**config.mk**
```make
export PLATFORM = sky130hd
export DESIGN_NAME = mem_stage_sram_ctrl
export DESIGN_NICKNAME = d
export VERILOG_FILES = /design/src/rtl/mem_stage_sram_ctrl.sv
export SDC_FILE = /design/constraint.sdc
export NUM_CORES = 1
export LEC_CHECK = 0
export BUFFER_PORTS_ARGS = -buffer_cell sky130_fd_sc_hd__buf_4
export CORE_MARGIN = 2
export CORE_UTILIZATION = 35
export DETAILED_ROUTE_END_ITERATION = 8
export GPL_ROUTABILITY_DRIVEN = 1
export GPL_TIMING_DRIVEN = 0
export PLACE_DENSITY = 0.7
export SYNTH_ARGS = -nofsm -noshare
export SYNTH_HDL_FRONTEND = slang
export SYNTH_SLANG_ARGS = --single-unit
```
**constraint.sdc**
```tcl
create_clock -name clk -period 6.83 [get_ports clk]
set_clock_uncertainty 0.2 [all_clocks]
set_input_delay 1.366 -clock clk [delete_from_list [all_inputs] [get_ports clk]]
set_output_delay 1.366 -clock clk [all_outputs]
set_load 0.01 [all_outputs]
```
**src/rtl/mem_stage_sram_ctrl.sv**
```systemverilog
// MEM-stage controller: 32-bit loads/stores as two half-word accesses to a 16-bit SRAM.
// Optional one-entry load buffer enabled by defining SRAM_READ_BUF_EN.
module mem_stage_sram_ctrl #(
    parameter int          WAIT_CYCLES = 2,
    parameter logic [31:0] BASE_ADDR   = 32'd1024,
    parameter int          SRAM_AW     = 18
) (
    input  logic               clk,
    input  logic               rst,
    input  logic               rd_en,
    input  logic               wr_en,
    input  logic [31:0]        address,
    input  logic [31:0]        write_data,
    output logic [31:0]        read_data,
    output logic               ready,
    output logic [SRAM_AW-1:0] sram_addr,
    output logic [15:0]        sram_dq_out,
    input  logic [15:0]        sram_dq_in,
    output logic               sram_dq_oe,
    output logic               sram_we_n
);

    typedef enum logic [1:0] {IDLE, LOW, HIGH, DONE} state_t;

    state_t             state_reg, state_next;
    logic [3:0]         cnt_reg, cnt_next;
    logic               is_wr_reg, is_wr_next;
    logic [31:0]        read_data_reg;
    logic [SRAM_AW-1:0] addr_hold_reg;

    logic [31:0]        off;
    logic               req;
    logic               active;
    logic               half;
    logic               last_cnt;
    logic               buf_hit;
    logic               unused_bits;

    assign off         = address - BASE_ADDR;
    assign req         = rd_en | wr_en;
    assign active      = (state_reg == LOW) || (state_reg == HIGH);
    assign half        = (state_reg == HIGH);
    assign last_cnt    = (cnt_reg == 4'd0);
    assign unused_bits = ^{address[1:0], off[31:SRAM_AW], off[1:0]};

`ifdef SRAM_READ_BUF_EN
    logic        buf_valid_reg;
    logic [29:0] buf_tag_reg;
    logic [31:0] buf_data_reg;
    logic        tag_match;

    assign tag_match = buf_valid_reg && (buf_tag_reg == address[31:2]);
    assign buf_hit   = (state_reg == IDLE) && rd_en && !wr_en && tag_match;

    always_ff @(posedge clk or negedge rst) begin
        if (!rst) begin
            buf_valid_reg <= 1'b0;
            buf_tag_reg   <= '0;
            buf_data_reg  <= '0;
        end else if (state_reg == IDLE && wr_en && tag_match) begin
            buf_valid_reg <= 1'b0;
        end else if (state_reg == HIGH && last_cnt && !is_wr_reg) begin
            // Request inputs are frozen for the whole access, so address is still the load's tag.
            buf_valid_reg <= 1'b1;
            buf_tag_reg   <= address[31:2];
            buf_data_reg  <= {sram_dq_in, read_data_reg[15:0]};
        end
    end
`else
    assign buf_hit = 1'b0;
`endif

    always_comb begin
        state_next = state_reg;
        cnt_next   = cnt_reg;
        is_wr_next = is_wr_reg;
        ready      = 1'b0;
        case (state_reg)
            IDLE: begin
                ready = !req;
                if (buf_hit) begin
                    ready = 1'b1;
                end else if (req) begin
                    state_next = LOW;
                    cnt_next   = 4'(WAIT_CYCLES - 1);
                    is_wr_next = wr_en;
                end
            end
            LOW: begin
                if (last_cnt) begin
                    state_next = HIGH;
                    cnt_next   = 4'(WAIT_CYCLES - 1);
                end else begin
                    cnt_next = cnt_reg - 4'd1;
                end
            end
            HIGH: begin
                if (last_cnt) begin
                    state_next = DONE;
                end else begin
                    cnt_next = cnt_reg - 4'd1;
                end
            end
            DONE: begin
                ready      = 1'b1;
                state_next = IDLE;
            end
            default: state_next = IDLE;
        endcase
    end

    // SRAM pins follow the state directly; the address register only remembers the last one driven.
    always_comb begin
        sram_addr   = addr_hold_reg;
        sram_dq_out = 16'h0000;
        sram_dq_oe  = 1'b0;
        sram_we_n   = 1'b1;
        if (active) begin
            sram_addr = {1'b0, off[SRAM_AW-1:2], half};
            if (is_wr_reg) begin
                sram_dq_oe  = 1'b1;
                sram_we_n   = 1'b0;
                sram_dq_out = half ? write_data[31:16] : write_data[15:0];
            end
        end
    end

    always_ff @(posedge clk or negedge rst) begin
        if (!rst) begin
            state_reg     <= IDLE;
            cnt_reg       <= 4'd0;
            is_wr_reg     <= 1'b0;
            read_data_reg <= 32'd0;
            addr_hold_reg <= '0;
        end else begin
            state_reg <= state_next;
            cnt_reg   <= cnt_next;
            is_wr_reg <= is_wr_next;
            if (active) begin
                addr_hold_reg <= sram_addr;
            end
            if (state_reg == LOW && last_cnt && !is_wr_reg) begin
                read_data_reg[15:0] <= sram_dq_in;
            end
            if (state_reg == HIGH && last_cnt && !is_wr_reg) begin
                read_data_reg[31:16] <= sram_dq_in;
            end
`ifdef SRAM_READ_BUF_EN
            if (buf_hit) begin
                read_data_reg <= buf_data_reg;
            end
`endif
        end
    end

    assign read_data = read_data_reg;

endmodule

```
==> results.json <==
{
  "synth.ff_latch_count": 57,
  "fin_crit_sh_pct": 60.50,
  "path_max_fanout": 4,
  "worstSetupStartpointType": "input port",
  "synthArstFlopShare_pct": 100.0,
  "fin_cells": 494,
  "dieArea_sq_um": 9072,
  "firstDrtPassIters": 4,
  "diodes": 0,
  "start_util_pct": 35.83,
  "die_w_um": 95.25,
  "synth-edff-count": 0,
  "routedWlPerCell_um": 14.12,
  "holdCritStartpoint": "addr_hold_reg[7]",
  "slew-limit-headroom_pct": 51.47,
  "root_buffer": "clkbuf_8",
  "cpMostUsedCell": "buf_4",
  "cts_sinks": 57,
  "synth_simple_gate_area_share_pct": 9.146,
  "worstReg2RegEnd": "addr_hold_reg[15]",
  "row_count": 33,
  "status": "complete, no violations",
  "drt_wl_total_um": 6974,
  "crit_slowest_cell": "nor4_1",
  "cts_buffers": 9,
  "setup_viol": 0,
  "clock_path_buffers": 2,
  "muxShareOfSynthArea_pct": 28.55,
  "worstReg2RegStart": "state_reg[0]",
  "yosysSeqAreaShare_pct": 48.95,
  "drtIter0Drc": 96,
  "area_growth_pct": 47.32,
  "synth_compound_area_share_pct": 5.152,
  "grt_usage_pct": 15.23,
  "ys.flop_type": "dfrtp_1",
  "viasPerCell": 4.808,
  "dp.cells": 478,
  "htreeDepth": 3,
  "synth_cell_types": 34,
  "largest_reg_flops": 32,
  "gr-total-overflow": 0,
  "ant_nets": 0,
  "io_buffers": 136,
  "p_leak_nw": 2.129,
  "end_kind": "output port",
  "critical_path_buf_inv_count": 3,
  "placed_area_sq_um": 4066,
  "vias": 2375,
  "fin_tns_setup_ns": 0,
  "antenna_found_initial": 0,
  "core_sq_um": 8134,
  "postCtsHoldBufs": 0,
  "path_clk_slew_ns": 0.07,
  "slew_violations": 0,
  "place.gp.congestion": 0.7386,
  "crit_required_ns": 5.26,
  "irDropWorstVdd_mv": 0.2044,
  "die_h_um": 95.25,
  "r2r_cells": 6,
  "cts_tree": "built",
  "cts_setup_buffers": 0,
  "crit_path_cell_trace": "buf_4 > inv_1 > ha_1 > nand2b_1 > nor4_1 > xnor2_1 > a21oi_1 > buf_4",
  "drive_above_1_share_pct": 55.01,
  "worstMarginPinSlew_ns": 0.7280,
  "synth_nets": 329,
  "rsz0062_at_grt": "no",
  "hold_depth": 1,
  "dp_hpwl_um": 5195,
  "synth_adder_area_share_pct": 3.435,
  "fin_area_sq_um": 4293,
  "io-pin-count": 153,
  "worstHoldEndpoint": "addr_hold_reg[7]",
  "arrival_ns": 2.57,
  "drc": 0,
  "rrSetupSlack_ns": 4.51,
  "power_density_nw_per_um2": 524.1,
  "min_period_ns": 4.132,
  "synthXorXnorAreaFrac_pct": 1.503,
  "ctsResizeCount": 0,
  "grt_max_degree": 58,
  "crit_type": "input port to output port",
  "grt_pass1_vias": 2286,
  "grt_pass1_wl_um": 10610,
  "drv_cap": 0,
  "cpPeakStageDelay_ns": 0.26,
  "clock_latency_ns": 0.33,
  "synth_cells": 237,
  "syn-cell-area_sq_um": 2914,
  "power_mw": 2.250,
  "finalHoldViolations": 0,
  "hold_path_class": "flop to flop",
  "synth_top_family_by_area": "multiplexers",
  "yosys_warnings": 0,
  "path_delay_family": "simple AND/OR/NAND/NOR gates",
  "nNetsFinal": 476,
  "avgSynthCellArea_sq_um": 12.30,
  "fmax_mhz": 242.0
}
-- through the flow --
| step | worst slack (ns) | hold WS [ns] | utilization, % |
|---|---|---|---|
| after floorplan | 3.018 | 0.2557 | - |
| after global routing | 2.498 | 0.3273 | 52.78 |
| after detailed placement | 2.683 | 0.2859 | 49.99 |
| after CTS | 2.679 | 0.3081 | 52.78 |
| final | 2.698 | 0.3062 | 52.78 |
| after global placement | 2.732 | 0.2810 | 49.99 |
-- cells by family (layout without fill, tap and decap cells) --
kind of cell,Yosys count,in the layout
muxes,69,69
DFF,57,57
and+or+nand+nor,54,54
AOI/OAI and AO/OA,26,26
buffers and inverters,18,170
adders and majority gates,8,8
xor gates and xnor gates,5,5
-- report_power, final --
part           switching (mW)  internal (mW)  leakage [nW]  total (mW)
clock network           0.153          0.209         0.110       0.362
registers              0.0877          0.508         0.670       0.596
logic                   0.595          0.698          1.35        1.29
-- Yosys cell counts, drive strengths merged, types with 5 or more instances --
| master | count | share of area, % |
|---|---|---|
| buf | 8 | 2.0 |
| a21oi | 13 | 2.2 |
| mux2i | 16 | 5.5 |
| o21ai | 5 | 0.86 |
| nor2 | 30 | 4.1 |
| mux2 | 53 | 23 |
| ha | 8 | 3.4 |
| inv | 7 | 0.90 |
| nand2 | 8 | 1.5 |
| nor3 | 5 | 0.86 |
| dfrtp | 57 | 49 |
-- cells in the final DEF, fill, tap and decap left out, drive strengths merged --
cell type,Yosys,final
nand2b,2,2
o21ai,5,5
clkinvlp,0,1
nor3,5,5
nor3b,2,2
nor2,30,30
a211o,1,1
bufinv,0,2
nand3,1,1
a21oi,13,13
mux2i,16,16
buf,8,144
ha,8,8
xor2,2,2
o31ai,1,1
xnor2,3,3
clkinv,0,2
or3b,1,1
dfrtp,57,57
a31oi,2,2
a22o,1,1
nor4,2,2
o21bai,1,1
a32oi,1,1
o22ai,1,1
nor2b,2,2
mux2,53,53
clkbuf,3,12
nand3b,1,1
inv,7,9
nand2,8,8
-- how the worst max path moves through the flow --
stage	slack [ns]	depth (start not counted)	start	endpoint
2_1_floorplan	3.02	6	address[10]	sram_addr[15]
3_3_place_gp	2.73	8	address[10]	sram_addr[15]
3_5_place_dp	2.68	8	address[10]	sram_addr[15]
4_1_cts	2.68	8	address[10]	sram_addr[15]
5_1_grt	2.50	7	state_reg[0]	sram_addr[14]
6_report	2.70	8	address[10]	sram_addr[15]
-- per-layer routing --
| layer | up-vias | share of wire, % | wire length [um] | GRT usage [%] |
|---|---|---|---|---|
| met1 | 1126 | 41 | 2827 | 18.03 |
| li1 | 1123 | - | - | - |
| met4 | 0 | 2.5 | 175 | 7.609 |
| met5 | - | 0 | 0 | 0 |
| met3 | 14 | 8.7 | 609 | 3.320 |
| met2 | 112 | 48 | 3361 | 26.00 |
-- cell type report --
class                      count  area [sq um]
multi-input combinational    162          1393
buffer                        11         68.82
clock inverter                 7         102.6
inverter                       7         26.28
tap                          105         131.4
fill                         721          3841
timing repair buffer         136          1021
sequential                    57          1426
clock buffer                   9         123.9
(Power assumes the default switching activity.)
